===== src/rtl/keypad_pkg.sv =====
// ============================================================================
// Module      : keypad_pkg
// Description : Shared types and constants for the matrix keypad front end:
//               key-index type, NONE sentinel, ASCII mapping and repeat timing.
// Revision    : 1.0 - initial release
// ============================================================================
`default_nettype none

package keypad_pkg;

   // Key index wide enough for an 8x8 matrix (0..63) plus the sentinel
   localparam int KEY_W = 7;
   typedef logic [KEY_W-1:0] key_idx_t;

   // No key / rejected scan; never a legal row*COLS+col value
   localparam key_idx_t KEY_NONE = 7'h7F;

   // Auto-repeat timing, counted in full scans
   localparam int REPEAT_DELAY_SCANS = 32;
   localparam int REPEAT_RATE_SCANS  = 8;

   // Standard 4x4 telephone/ATM layout "123A456B789C*0#D"; larger matrices
   // get codes above 0x80 so they never collide with printable characters
   function automatic logic [7:0] key_to_ascii(input key_idx_t idx);
      logic [7:0] code;
      case (idx)
         7'd0:    code = 8'h31;
         7'd1:    code = 8'h32;
         7'd2:    code = 8'h33;
         7'd3:    code = 8'h41;
         7'd4:    code = 8'h34;
         7'd5:    code = 8'h35;
         7'd6:    code = 8'h36;
         7'd7:    code = 8'h42;
         7'd8:    code = 8'h37;
         7'd9:    code = 8'h38;
         7'd10:   code = 8'h39;
         7'd11:   code = 8'h43;
         7'd12:   code = 8'h2A;
         7'd13:   code = 8'h30;
         7'd14:   code = 8'h23;
         7'd15:   code = 8'h44;
         default: code = 8'h80 + {1'b0, idx};
      endcase
      return code;
   endfunction

endpackage

`default_nettype wire


===== src/rtl/keypad_fifo.sv =====
// ============================================================================
// Module      : keypad_fifo
// Description : Small synchronous FIFO for key codes. Head is presented
//               combinationally from registered storage; simultaneous push
//               and pop on a full FIFO are both accepted.
// Revision    : 1.0 - initial release
// ============================================================================
`default_nettype none

module keypad_fifo #(
   parameter int DEPTH = 4,
   parameter int WIDTH = 8
) (
   input  logic                     clk,
   input  logic                     rst,
   input  logic                     push,
   input  logic [WIDTH-1:0]         wdata,
   input  logic                     pop,
   output logic [WIDTH-1:0]         rdata,
   output logic                     full,
   output logic                     empty,
   output logic [$clog2(DEPTH):0]   count
);

   localparam int PTR_W = $clog2(DEPTH);
   localparam logic [PTR_W:0] COUNT_FULL = (PTR_W+1)'(DEPTH);

   logic [DEPTH-1:0][WIDTH-1:0] mem_q, mem_d;
   logic [PTR_W-1:0]            wr_ptr_q, wr_ptr_d;
   logic [PTR_W-1:0]            rd_ptr_q, rd_ptr_d;
   logic [PTR_W:0]              count_q, count_d;
   logic                        push_ok;
   logic                        pop_ok;

   assign full  = (count_q == COUNT_FULL);
   assign empty = (count_q == '0);
   assign count = count_q;
   assign rdata = empty ? '0 : mem_q[rd_ptr_q];

   // Accept pops only with data; a push into a full FIFO succeeds only when
   // the head leaves in the same cycle. Pointers wrap because DEPTH is 2^n.
   always_comb begin
      pop_ok   = pop && !empty;
      push_ok  = push && (!full || pop_ok);
      mem_d    = mem_q;
      wr_ptr_d = wr_ptr_q;
      rd_ptr_d = rd_ptr_q;
      count_d  = count_q;
      if (push_ok) begin
         mem_d[wr_ptr_q] = wdata;
         wr_ptr_d        = wr_ptr_q + 1'b1;
      end
      if (pop_ok) begin
         rd_ptr_d = rd_ptr_q + 1'b1;
      end
      case ({push_ok, pop_ok})
         2'b10:   count_d = count_q + 1'b1;
         2'b01:   count_d = count_q - 1'b1;
         default: count_d = count_q;
      endcase
   end

   // Storage, pointers and occupancy
   always_ff @(posedge clk or posedge rst) begin
      if (rst) begin
         mem_q    <= '0;
         wr_ptr_q <= '0;
         rd_ptr_q <= '0;
         count_q  <= '0;
      end else begin
         mem_q    <= mem_d;
         wr_ptr_q <= wr_ptr_d;
         rd_ptr_q <= rd_ptr_d;
         count_q  <= count_d;
      end
   end

endmodule

`default_nettype wire


===== src/rtl/keypad_scanner.sv =====
// ============================================================================
// Module      : keypad_scanner
// Description : Matrix keypad front end. Drives one row low at a time,
//               synchronises and snapshots the columns, rejects ghost /
//               multi-key scans, debounces over whole scans, converts the
//               key index to ASCII and queues press events in a FIFO on a
//               valid/ready stream.
//               Optional: define KEYPAD_AUTOREPEAT_EN to re-queue a held key
//               after REPEAT_DELAY_SCANS and then every REPEAT_RATE_SCANS.
// Revision    : 1.0 - initial release
// ============================================================================
`default_nettype none

module keypad_scanner
   import keypad_pkg::*;
#(
   parameter int ROWS           = 4,
   parameter int COLS           = 4,
   parameter int SCAN_DIV       = 1000,
   parameter int DEBOUNCE_SCANS = 4,
   parameter int FIFO_DEPTH     = 4
) (
   input  logic                         clk,
   input  logic                         rst,
   output logic [ROWS-1:0]              row_drive,
   input  logic [COLS-1:0]              col_sense,
   output logic [7:0]                   key_ascii,
   output logic                         key_valid,
   input  logic                         key_ready,
   output logic                         key_held,
   output logic                         overflow,
   output logic [$clog2(FIFO_DEPTH):0]  fifo_count
);

   localparam int ROW_W = $clog2(ROWS);
   localparam int DIV_W = $clog2(SCAN_DIV);
   localparam int CNT_W = $clog2(DEBOUNCE_SCANS + 1);

   localparam logic [DIV_W-1:0] DIV_LAST   = DIV_W'(SCAN_DIV - 1);
   localparam logic [ROW_W-1:0] ROW_LAST   = ROW_W'(ROWS - 1);
   localparam logic [CNT_W-1:0] DEB_TARGET = CNT_W'(DEBOUNCE_SCANS);

   // Column synchroniser
   logic [COLS-1:0]            col_meta_q, col_meta_d;
   logic [COLS-1:0]            col_sync_q, col_sync_d;

   // Scan timing and per-row snapshot (1 = key asserted)
   logic [DIV_W-1:0]           div_q, div_d;
   logic [ROW_W-1:0]           row_q, row_d;
   logic [ROWS-1:0][COLS-1:0]  snap_q, snap_d;
   logic                       sample;
   logic                       scan_done;

   // Scan result and debounce
   key_idx_t                   cand;
   logic [1:0]                 hits;
   key_idx_t                   prev_cand_q, prev_cand_d;
   logic [CNT_W-1:0]           stable_q, stable_d;
   key_idx_t                   deb_q, deb_d;
   logic                       press_evt;
   logic                       repeat_evt;

   // Event / FIFO interface
   logic                       push;
   logic [7:0]                 push_code;
   logic                       pop;
   logic                       fifo_full;
   logic                       fifo_empty;
   logic                       overflow_q, overflow_d;

   // Two-flop synchroniser in front of the asynchronous column inputs
   always_comb begin
      col_meta_d = col_sense;
      col_sync_d = col_meta_q;
   end

   // Row divider, row walk and column snapshot; the snapshot slot for the
   // current row is refreshed on the divider's terminal count
   always_comb begin
      sample    = (div_q == DIV_LAST);
      scan_done = sample && (row_q == ROW_LAST);
      div_d     = sample ? '0 : div_q + 1'b1;
      row_d     = row_q;
      snap_d    = snap_q;
      if (sample) begin
         snap_d[row_q] = ~col_sync_q;
         row_d         = (row_q == ROW_LAST) ? '0 : row_q + 1'b1;
      end
   end

   // Active-low one-hot row drive decoded from the row index
   always_comb begin
      row_drive        = '1;
      row_drive[row_q] = 1'b0;
   end

   // Scan result: a single asserted contact gives its index; none or more
   // than one (ghosting / multi-press) gives NONE
   always_comb begin
      cand = KEY_NONE;
      hits = 2'd0;
      for (int r = 0; r < ROWS; r++) begin
         for (int c = 0; c < COLS; c++) begin
            if (snap_d[r][c]) begin
               if (hits == 2'd0) begin
                  cand = key_idx_t'(r * COLS + c);
               end
               if (hits != 2'd2) begin
                  hits = hits + 2'd1;
               end
            end
         end
      end
      if (hits != 2'd1) begin
         cand = KEY_NONE;
      end
   end

   // Whole-scan debounce; a press event is any accepted change to a real key
   always_comb begin
      prev_cand_d = prev_cand_q;
      stable_d    = stable_q;
      deb_d       = deb_q;
      press_evt   = 1'b0;
      if (scan_done) begin
         if (cand == prev_cand_q) begin
            stable_d = (stable_q == DEB_TARGET) ? stable_q : stable_q + 1'b1;
         end else begin
            stable_d = CNT_W'(1);
         end
         prev_cand_d = cand;
         if ((stable_d == DEB_TARGET) && (cand != deb_q)) begin
            deb_d     = cand;
            press_evt = (cand != KEY_NONE);
         end
      end
   end

`ifdef KEYPAD_AUTOREPEAT_EN
   logic [5:0] rep_cnt_q, rep_cnt_d;
   logic       rep_phase_q, rep_phase_d;

   // Held-key repeat: first gap is the long delay, later gaps the short rate
   always_comb begin
      rep_cnt_d   = rep_cnt_q;
      rep_phase_d = rep_phase_q;
      repeat_evt  = 1'b0;
      if (scan_done) begin
         if (deb_d != deb_q) begin
            rep_cnt_d   = '0;
            rep_phase_d = 1'b0;
         end else if (deb_q != KEY_NONE) begin
            rep_cnt_d = rep_cnt_q + 1'b1;
            if (rep_cnt_d == (rep_phase_q ? 6'(REPEAT_RATE_SCANS)
                                          : 6'(REPEAT_DELAY_SCANS))) begin
               repeat_evt  = 1'b1;
               rep_cnt_d   = '0;
               rep_phase_d = 1'b1;
            end
         end
      end
   end

   // Repeat counter state
   always_ff @(posedge clk or posedge rst) begin
      if (rst) begin
         rep_cnt_q   <= '0;
         rep_phase_q <= 1'b0;
      end else begin
         rep_cnt_q   <= rep_cnt_d;
         rep_phase_q <= rep_phase_d;
      end
   end
`else
   assign repeat_evt = 1'b0;
`endif

   // Event to FIFO; a push refused by a full FIFO flags a one-cycle overflow
   always_comb begin
      push       = press_evt || repeat_evt;
      push_code  = press_evt ? key_to_ascii(cand) : key_to_ascii(deb_q);
      pop        = key_valid && key_ready;
      overflow_d = push && fifo_full && !pop;
   end

   // Scanner, debounce and overflow state
   always_ff @(posedge clk or posedge rst) begin
      if (rst) begin
         col_meta_q  <= '1;
         col_sync_q  <= '1;
         div_q       <= '0;
         row_q       <= '0;
         snap_q      <= '0;
         prev_cand_q <= KEY_NONE;
         stable_q    <= '0;
         deb_q       <= KEY_NONE;
         overflow_q  <= 1'b0;
      end else begin
         col_meta_q  <= col_meta_d;
         col_sync_q  <= col_sync_d;
         div_q       <= div_d;
         row_q       <= row_d;
         snap_q      <= snap_d;
         prev_cand_q <= prev_cand_d;
         stable_q    <= stable_d;
         deb_q       <= deb_d;
         overflow_q  <= overflow_d;
      end
   end

   keypad_fifo #(
      .DEPTH (FIFO_DEPTH),
      .WIDTH (8)
   ) u_fifo (
      .clk   (clk),
      .rst   (rst),
      .push  (push),
      .wdata (push_code),
      .pop   (pop),
      .rdata (key_ascii),
      .full  (fifo_full),
      .empty (fifo_empty),
      .count (fifo_count)
   );

   assign key_valid = !fifo_empty;
   assign key_held  = (deb_q != KEY_NONE);
   assign overflow  = overflow_q;

endmodule

`default_nettype wire


===== config.mk =====
export PLATFORM = sky130hd
export DESIGN_NAME = keypad_scanner
export DESIGN_NICKNAME = d
export VERILOG_FILES = /design/src/rtl/keypad_pkg.sv /design/src/rtl/keypad_fifo.sv /design/src/rtl/keypad_scanner.sv
export SDC_FILE = /design/constraint.sdc
export NUM_CORES = 1
export LEC_CHECK = 0
export BUFFER_PORTS_ARGS = -buffer_cell sky130_fd_sc_hd__buf_2
export CAP_MARGIN = 20
export CORE_ASPECT_RATIO = 0.5
export CORE_MARGIN = 1
export CORE_UTILIZATION = 50
export CTS_BUF_LIST = sky130_fd_sc_hd__clkbuf_8
export CTS_CLUSTER_SIZE = 30
export DETAILED_ROUTE_END_ITERATION = 7
export PLACE_DENSITY_LB_ADDON = 0.08
export SYNTH_ARGS = -nofsm -noshare
export SYNTH_HDL_FRONTEND = slang
export SYNTH_SLANG_ARGS = --single-unit

===== constraint.sdc =====
create_clock -name clk -period 10.6 [get_ports clk]
set_input_delay 0.53 -clock clk [delete_from_list [all_inputs] [get_ports clk]]
set_output_delay 0.53 -clock clk [all_outputs]
set_load 0.01 [all_outputs]

==> impl_metrics.env, run 1 <==
export IMPL_critPathArrivalTime_ps=10350
export IMPL_cp_end_kind="register"
export IMPL_p_sw_frac=0.2527
export IMPL_cts_made_buffers=9
export IMPL_crit_end="u_fifo.count[2]"
export IMPL_clk_latency_ps=360
export IMPL_core_area_um2=13030
export IMPL_dieWidth_um=167.7
export IMPL_min_period_ps=10050
export IMPL_holdWs_ps=169.9
export IMPL_dieArea_um2=14230
export IMPL_grt_max_degree=62
export IMPL_synth_warnings=0
export IMPL_die_h_um=84.84
export IMPL_hpwl_um=12040
export IMPL_grt_pass1_wl_um=27350
export IMPL_cts_sinks=89
export IMPL_clk_path_buf_depth=2
export IMPL_cp_startpoint="row_q[0]"
export IMPL_synthToLayoutAreaGrowth_pct=10.94
export IMPL_power_density_nw_per_um2=92.86
export IMPL_drtIter0Drc=393
export IMPL_seq_power_share=0.535
export IMPL_start_util=0.5268
export IMPL_grt_pass1_vias=5433
export IMPL_vias=5619
export IMPL_r2r_slack_ps=550
export IMPL_antenna_found_initial=0
export IMPL_yosys_most_used_dff="dfrtp_1"
export IMPL_pwr_share_clk=0.362
export IMPL_peakVddDrop_uv=56.62
export IMPL_place_area_um2=7193
export IMPL_syn_area_um2=6863
export IMPL_r2r_start="row_q[0]"
export IMPL_drc=0
export IMPL_tns_ps=0
export IMPL_crit_top_cell="ha_1"
export IMPL_met1_usage=0.3411
export IMPL_combPwrFrac=0.103
export IMPL_worst_r2r_cell_count=41
export IMPL_cts_hold_buf=0
export IMPL_ios=25
export IMPL_final_layout_size_suffix_gt1_frac=0.2569
export IMPL_wirelength_um=16210
export IMPL_fin_cells=933
export IMPL_intPower_uw=528.3
export IMPL_outcome="complete, no violations"
export IMPL_hold_violations=0
export IMPL_place_gp_congestion=0.9407
export IMPL_met2_usage=0.3807
export IMPL_antenna_left=0
export IMPL_overflow=0
export IMPL_path_max_fanout=8
export IMPL_p_leak_nw=3.272
export IMPL_report_final_slew_viol_count=0
export IMPL_vias_per_cell=6.023
export IMPL_worst_setup_hold_path_clk_slew_ps=80
export IMPL_ys_seq_area_frac=0.3278
export IMPL_tightest_slew_ps=843.0
export IMPL_yosysTopAreaCell="dfrtp_1"
export IMPL_clock_fmax_mhz=99.45
export IMPL_max_stage_delay_ps=650
export IMPL_antenna_cells=0
export IMPL_num_nets_final=786
export IMPL_synth_edf_count=0
export IMPL_grt_use_met3=0.03125
export IMPL_rows=29
export IMPL_busiest_layer="met2"
export IMPL_synth_top_cells_by_count="nand2_1 (76), dfrtp_1 (71), nor2_1 (48)"
export IMPL_synth_nets=758
export IMPL_synthCells=730
export IMPL_stdcell_area_um2=7614
export IMPL_timing_final_crit_share=0.9486
export IMPL_ys_ff_latch=89
export IMPL_r2r_end="u_fifo.count[2]"
export IMPL_syn_area_per_cell_um2=9.401
export IMPL_h_tree_depth=3
export IMPL_async_flop_share=1.000
export IMPL_worst_slack_ps=545.1
export IMPL_fin_skew_ps=9.253
export IMPL_maxSlewHeadroom=0.4309
export IMPL_setup_viol=0
export IMPL_wire_per_inst_um=17.38
export IMPL_dp_worst_setup_slack_ps=233.5
export IMPL_yosysUniqueCellTypes=109
export IMPL_p_switching_uw=178.7
export IMPL_port_buffers=24
export IMPL_drtPass1Iterations=4
export IMPL_start_kind="register"
export IMPL_path_class="reg -> reg"
export IMPL_cts_tree="built"
export IMPL_synth_top_area_frac=0.2589
export IMPL_grt_usage=0.2379
export IMPL_place_inst=915
export IMPL_hp_class="in -> async"
export IMPL_max_cap_violations=0
export IMPL_synthTopCellsByArea="dfrtp_1 (26%), dfstp_2 (6.9%), mux2_2 (4.3%)"
export IMPL_crit_required_ps=10890
export IMPL_crit_slowest_cell="or4b_2"
export IMPL_synth_most_common_cell="nand2_1"
export IMPL_cts_root_buf="clkbuf_8"
[worst max-delay path: cells and delay by family (launching register included)]
family          cells  cell delay (ps)
compound gates     15             3820
simple gates       14             3140
fa+ha+maj           6             1860
buf+inv             4              440
flops               1              410
xor+xnor            2              300
[registers in the layout, summed over array words and instances, names as in the netlist]
register and flops:
u_fifo.wr_ptr_q 2, deb_q 5, u_fifo.mem_q 32, div_q 10
col_meta_q 4, col_sync_q 4, overflow 1, u_fifo.rd_ptr_q 2
row_q 2, snap_q 16, prev_cand_q 5, u_fifo.count 3
stable_q 3
[per-layer routing]
layer / share of wire / up-vias / routed length (µm)
met5: 0 / - / 0
met4: 0.014 / 0 / 219
met3: 0.026 / 22 / 429
met2: 0.45 / 94 / 7252
met1: 0.51 / 2736 / 8310
li1: - / 2767 / -
[cell usage in the layout (no fill, tap or decap), types with 17 or more instances in the layout]
| master | synthesis | routed |
|---|---|---|
| a21oi_1 | 24 | 23 |
| buf_2 | 3 | 24 |
| buf_4 | 2 | 17 |
| dfrtp_1 | 71 | 71 |
| dfstp_2 | 18 | 18 |
| ha_1 | 20 | 18 |
| inv_1 | 33 | 34 |
| mux2_2 | 26 | 26 |
| nand2_1 | 76 | 76 |
| nand3_1 | 23 | 21 |
| nor2_1 | 48 | 48 |
| nor3_1 | 23 | 20 |
| o21ai_0 | 32 | 31 |
[logic make-up after synthesis]
group | synth area share
AND/OR/NAND/NOR | 0.2303
AO/OA/AOI/OAI | 0.2308
flip-flops | 0.3278
buffers and inverters | 0.03920
multiplexers | 0.09426
XOR/XNOR | 0.03829
adder cells (fa/ha/maj) | 0.03938
[area by class of cell]
cell class	instances	area (µm²)
clock buffers	10	137.6
well taps	170	212.7
fillers	1162	5413
flip-flops and latches	89	2250
clock inverters	6	83.83
repair buffers	41	247.7
multi-input cells	577	4528
inverters	40	153.9
[worst min-delay path by stage]
stage                          to  slack (ps)  cells past startpoint
2_1_floorplan       col_sync_q[0]         350                      0
4_1_cts           u_fifo.count[1]         180                      2
6_report       u_fifo.wr_ptr_q[0]         170                      2
3_3_place_gp        col_sync_q[1]         350                      0
5_1_grt        u_fifo.wr_ptr_q[0]         200                      2
3_5_place_dp        col_sync_q[0]         350                      0
[metrics by stage]
step / power [mW] / utilization
floorplan: 0.4370 / -
global placement: 0.4583 / 0.5522
detailed placement: 0.4600 / 0.5522
CTS: 0.7182 / 0.5692
global route: 0.7426 / 0.5845
finish: 0.7070 / 0.5845
[what timing repair did]
item,4_1_cts,5_1_grt
setup endpoints to repair,0,35
buffers inserted,0,2
gates resized for setup,0,34
[power by group through the flow]
stage	sequential [mW]	combinational, mW	clock (mW)
after floorplan	0.369	0.0685	0
after global placement	0.385	0.0729	0
after detailed placement	0.386	0.0743	0
after CTS	0.379	0.0744	0.264
after global routing	0.382	0.0821	0.278
final	0.378	0.0730	0.256
No activity file was read; power rests on OpenSTA's default activity.
==> run 2, diff against run 1 <==
--- a/config.mk
+++ b/config.mk
@@ -5,6 +5,7 @@
 export SDC_FILE = /design/constraint.sdc
 export NUM_CORES = 1
 export LEC_CHECK = 0
+export ABC_AREA = 1
 export BUFFER_PORTS_ARGS = -buffer_cell sky130_fd_sc_hd__buf_2
 export CAP_MARGIN = 20
 export CORE_ASPECT_RATIO = 0.5
==> impl_metrics.env, run 2 <==
export IMPL_power_density_nw_per_um2=115.7
export IMPL_cts_sinks=89
export IMPL_synth_top_cells_by_count="nand2_1 (280), inv_1 (91), nand3_1 (72)"
export IMPL_tightest_slew_ps=738.0
export IMPL_synth_nets=898
export IMPL_antenna_found_initial=0
export IMPL_cts_tree="built"
export IMPL_fin_skew_ps=15.34
export IMPL_cts_hold_buf=0
export IMPL_max_cap_violations=0
export IMPL_drtIter0Drc=284
export IMPL_h_tree_depth=3
export IMPL_final_layout_size_suffix_gt1_frac=0.1633
export IMPL_synthToLayoutAreaGrowth_pct=7.777
export IMPL_synth_fa_ha_area_frac=0.04421
export IMPL_final_cell_mix="nand2_1 (280), inv_1 (90), nand3_1 (72), dfrtp_1 (71), nor2_1 (66)"
export IMPL_min_period_ps=8599
export IMPL_largest_register="u_fifo.mem_q"
export IMPL_antenna_cells=0
export IMPL_critPathArrivalTime_ps=8900
export IMPL_p_leak_nw=3.503
export IMPL_start_util=0.5147
export IMPL_cts_root_buf="clkbuf_8"
export IMPL_outcome="complete, no violations"
export IMPL_setup_viol=0
export IMPL_synth_top_area_frac=0.2906
export IMPL_dieArea_um2=12700
export IMPL_syn_area_per_cell_um2=7.027
export IMPL_fin_cells=1065
export IMPL_crit_top_cell="nand2_1"
export IMPL_wire_per_inst_um=12.54
export IMPL_highest_layer="met4"
export IMPL_path_max_fanout=12
export IMPL_num_nets_final=923
export IMPL_cts_made_buffers=9
export IMPL_hpwl_um=10030
export IMPL_grt_pass1_vias=4975
export IMPL_wl_met2_um=6114
export IMPL_ctsResizeCount=0
export IMPL_rsz0062_at_grt="false"
export IMPL_synth_compound_gate_area_share=0.09844
export IMPL_core_area_um2=11880
export IMPL_postCtsSetupRepairBufs=0
export IMPL_synth_xor_area_share=0.01433
export IMPL_start_kind="register"
export IMPL_holdWs_ps=241.7
export IMPL_grt_usage=0.2273
export IMPL_port_buffers=24
export IMPL_peakVddDrop_uv=123.4
export IMPL_synth_warnings=0
export IMPL_maxSlewHeadroom=0.5074
export IMPL_vias_per_cell=5.081
export IMPL_ios=25
export IMPL_place_gp_congestion=0.8608
export IMPL_final_common_cell="nand2_1"
export IMPL_ys_ff_latch=89
export IMPL_place_inst=1049
export IMPL_async_flop_share=1.000
export IMPL_yosysUniqueCellTypes=39
export IMPL_timing_final_crit_share=0.8112
export IMPL_cp_end_kind="register"
export IMPL_yosysTopAreaCell="dfrtp_1"
export IMPL_tns_ps=0
export IMPL_path_class="reg -> reg"
export IMPL_yosys_area_share_simple=0.3995
export IMPL_ys_seq_area_frac=0.3680
export IMPL_clock_fmax_mhz=116.3
export IMPL_syn_area_um2=6113
export IMPL_largest_reg_flops=32
export IMPL_die_h_um=80.19
export IMPL_wl_met3_um=452
export IMPL_max_stage_delay_ps=450
export IMPL_synth_top_family_by_area="simple AND/OR/NAND/NOR gates"
export IMPL_drtPass1Iterations=5
export IMPL_yosys_most_used_dff="dfrtp_1"
export IMPL_clk_path_buf_depth=2
export IMPL_synth_edf_count=0
export IMPL_wl_met1_um=6651
export IMPL_grt_pass1_wl_um=22630
export IMPL_synthMuxAreaShare=0
export IMPL_antenna_left=0
export IMPL_hold_violations=0
export IMPL_synthTopCellsByArea="dfrtp_1 (29%), nand2_1 (17%), dfstp_2 (7.7%)"
export IMPL_crit_required_ps=10900
export IMPL_synthCells=870
export IMPL_overflow=0
export IMPL_rows=28
export IMPL_hp_class="in -> async"
export IMPL_wirelength_um=13350
export IMPL_vias=5411
export IMPL_report_final_slew_viol_count=0
export IMPL_drc=0
export IMPL_worst_setup_hold_path_clk_slew_ps=110
export IMPL_clk_latency_ps=380
export IMPL_grt_max_degree=47
export IMPL_p_total_uw=762.6
export IMPL_reg_largest_list="u_fifo.mem_q x32, snap_q x16, div_q x10"
export IMPL_dieWidth_um=158.4
export IMPL_crit_slowest_cell="o21ai_0"
export IMPL_synth_most_common_cell="nand2_1"
-- run 2: per-layer routing --
metal  vias to the layer above  global-route usage
met5                         -                   0
met4                         0             0.05288
met3                        11             0.04695
met2                        89              0.3877
met1                      2464              0.2958
li1                       2847                   -
-- run 2: kinds of logic (layout without fill, tap and decap cells) --
kind of cell | after synthesis | count (layout)
xor gates and xnor gates | 10 | 10
DFF | 89 | 89
buffers and inverters | 121 | 151
AOI/OAI and AO/OA | 115 | 115
and+or+nand+nor | 514 | 514
adders and majority gates | 21 | 21
-- run 2: path summary, 6_finish.rpt --
check | from | endpoint | slack [ps] | cells after the start
setup / recovery | div_q[0] | u_fifo.count[1] | 2000 | 59
hold / removal | rst | u_fifo.mem_q[31] | 240 | 2
setup reg to reg | div_q[0] | u_fifo.count[1] | 2000 | 59
hold reg to reg | col_meta_q[1] | col_sync_q[1] | 360 | 0
max in group asynchronous | rst | col_meta_q[3] | 9310 | 3
min in group clk | col_sense[0] | col_meta_q[0] | 250 | 1
-- run 2: report_power, final --
part,switching (mW),internal (mW),leakage (nW)
combinational,0.0988,0.0588,2.28
sequential,0.0245,0.352,1.13
clock,0.137,0.0906,0.0945
-- run 2: cell type report --
class | count | area [µm²]
repair buffers | 26 | 135.1
multi-input cells | 660 | 3402
fillers | 1193 | 5288
clock buffers | 9 | 123.9
clock inverters | 7 | 61.31
flip-flops and latches | 89 | 2250
inverters | 109 | 410.4
well taps | 165 | 206.4
-- run 2: worst max-delay path, delay by kind of cell, from the launching register on --
family | cells | cell delay, ps
simple gates | 44 | 5030
fa+ha+maj | 6 | 1740
compound gates | 3 | 760
buf+inv | 6 | 560
flops | 1 | 410
-- run 2: per-stage QoR --
| stage | setup WS [ps] | area, µm² | utilization |
|---|---|---|---|
| CTS | 2036 | 6589 | 0.5548 |
| detailed placement | 2070 | 6404 | 0.5392 |
| global placement | 2357 | 6404 | 0.5392 |
| floorplan | 3342 | 6113 | - |
| finish | 2001 | 6589 | 0.5548 |
| global route | 1043 | 6589 | 0.5548 |
==> run 3, diff against run 2 <==
==> constraint.sdc (replaced) <==
create_clock -name clk -period 8.62 [get_ports clk]
set_input_delay 0.431 -clock clk [delete_from_list [all_inputs] [get_ports clk]]
set_output_delay 0.431 -clock clk [all_outputs]
set_load 0.01 [all_outputs]
==> impl_metrics.env, run 3 (synthesis results as in run 2) <==
export IMPL_largest_register="u_fifo.mem_q"
export IMPL_worst_setup_hold_path_clk_slew_ps=100
export IMPL_clock_fmax_mhz=128.5
export IMPL_min_period_ps=7779
export IMPL_cp_num_buf_inv=6
export IMPL_drc=0
export IMPL_cts_sinks=89
export IMPL_core_area_um2=11880
export IMPL_hp_class="in -> async"
export IMPL_cts_made_buffers=9
export IMPL_tightest_slew_ps=726.3
export IMPL_fin_skew_ps=15.25
export IMPL_die_h_um=80.19
export IMPL_drtPass1Iterations=6
export IMPL_final_common_cell="nand2_1"
export IMPL_seqCellArea_um2=2250
export IMPL_final_cell_mix="nand2_1 (279), inv_1 (91), nand3_1 (72), dfrtp_1 (71), nor2_1 (65)"
export IMPL_path_class="reg -> reg"
export IMPL_port_buffers=24
export IMPL_vias_per_cell=5.119
export IMPL_start_kind="register"
export IMPL_grt_pass1_wl_um=23140
export IMPL_crit_top_cell="nand2_1"
export IMPL_r2r_start="row_q[0]"
export IMPL_power_density_nw_per_um2=139.6
export IMPL_clk_latency_ps=380
export IMPL_wire_per_inst_um=12.56
export IMPL_hpwl_um=10060
export IMPL_report_final_slew_viol_count=0
export IMPL_antenna_found_initial=0
export IMPL_crit_family="simple AND/OR/NAND/NOR gates"
export IMPL_synthToLayoutAreaGrowth_pct=9.230
export IMPL_crit_required_ps=8880
export IMPL_vias=5503
export IMPL_setup_viol=0
export IMPL_p_leak_nw=3.542
export IMPL_nFillCells=1148
export IMPL_grt_usage=0.2301
export IMPL_dieArea_um2=12700
export IMPL_path_max_fanout=11
export IMPL_dieWidth_um=158.4
export IMPL_cp_startpoint="row_q[0]"
export IMPL_place_area_um2=6411
export IMPL_rows=28
export IMPL_drtIter0Drc=419
export IMPL_wirelength_um=13500
export IMPL_cts_tree="built"
export IMPL_cp_end_kind="register"
export IMPL_antenna_cells=0
export IMPL_cts_root_buf="clkbuf_8"
export IMPL_cts_hold_buf=0
export IMPL_largest_reg_flops=32
export IMPL_ios=25
export IMPL_outcome="complete, no violations"
export IMPL_crit_slowest_cell="dfrtp_1"
export IMPL_stdcell_area_um2=6678
export IMPL_multi_input_area_um2=3418
export IMPL_critPathArrivalTime_ps=8040
export IMPL_tns_ps=0
export IMPL_max_stage_delay_ps=420
export IMPL_peakVddDrop_uv=149.0
export IMPL_final_layout_size_suffix_gt1_frac=0.1758
export IMPL_grt_pass1_vias=5104
export IMPL_antenna_left=0
export IMPL_hold_violations=0
export IMPL_overflow=0
export IMPL_p_total_uw=932.4
export IMPL_clk_path_buf_depth=2
export IMPL_timing_final_crit_share=0.9025
export IMPL_reg_largest_list="u_fifo.mem_q x32, snap_q x16, div_q x10"
export IMPL_h_tree_depth=3
export IMPL_start_util=0.5147
export IMPL_num_nets_final=933
export IMPL_grt_max_degree=48
export IMPL_maxSlewHeadroom=0.5153
export IMPL_final_core_util=0.5623
export IMPL_max_cap_violations=0
export IMPL_place_gp_congestion=0.8838
[run 3: cell types whose count changed in the layout (fill, tap and decap cells not counted), sizes merged]
cell / delta
buf: +10
clkinvlp: +2
inv: -2
[run 3: path summary, 6_finish.rpt]
| check | endpoint | slack (ps) | cells after the start |
|---|---|---|---|
| worst min register to register | col_sync_q[0] | 360 | 0 |
| worst max register to register | u_fifo.count[2] | 840 | 63 |
| min in group clk | col_meta_q[0] | 140 | 1 |
| worst max-delay path | u_fifo.count[2] | 840 | 63 |
| worst min-delay path | u_fifo.mem_q[14] | 140 | 2 |
| max in group asynchronous | snap_q[12] | 7420 | 3 |
[run 3: timing repair]
action,in CTS,in global routing
setup endpoints to repair,0,38
hold endpoints to repair,0,0
buffers inserted,0,9
resized for setup,0,9
[run 3: where the power goes]
part           switching, mW  internal [mW]  total (mW)
Sequential            0.0301          0.433       0.464
Combinational          0.120         0.0733       0.193
Clock                  0.169          0.107       0.276
[run 3: cell type report]
cell class / count / share of cell area
Tap cell: 165 / 0.03092
Clock inverter: 7 / 0.008244
Clock buffer: 9 / 0.01855
Timing Repair Buffer: 36 / 0.03204
Inverter: 109 / 0.06146
Multi-Input combinational cell: 660 / 0.5119
Sequential cell: 89 / 0.3369
[run 3: metrics by stage]
step,instances,setup slack [ps],hold slack (ps)
2_1_floorplan,870,1362,345.2
3_3_place_gp,1050,578.1,350.0
3_5_place_dp,1050,390.7,349.1
4_1_cts,1066,347.4,130.6
5_1_grt,1075,-19.21,127.4
6_report,1075,840.9,140.3
[run 3: metal layers]
metal  vias to the layer above  track usage  part of all wire  wire length (µm)
li1                       2863            -                 -                 -
met1                      2542       0.2978              0.50              6712
met2                        88       0.3965              0.46              6217
met3                        10      0.04263             0.034               455
met4                         0      0.05769            0.0087               117
met5                         -            0                 0                 0
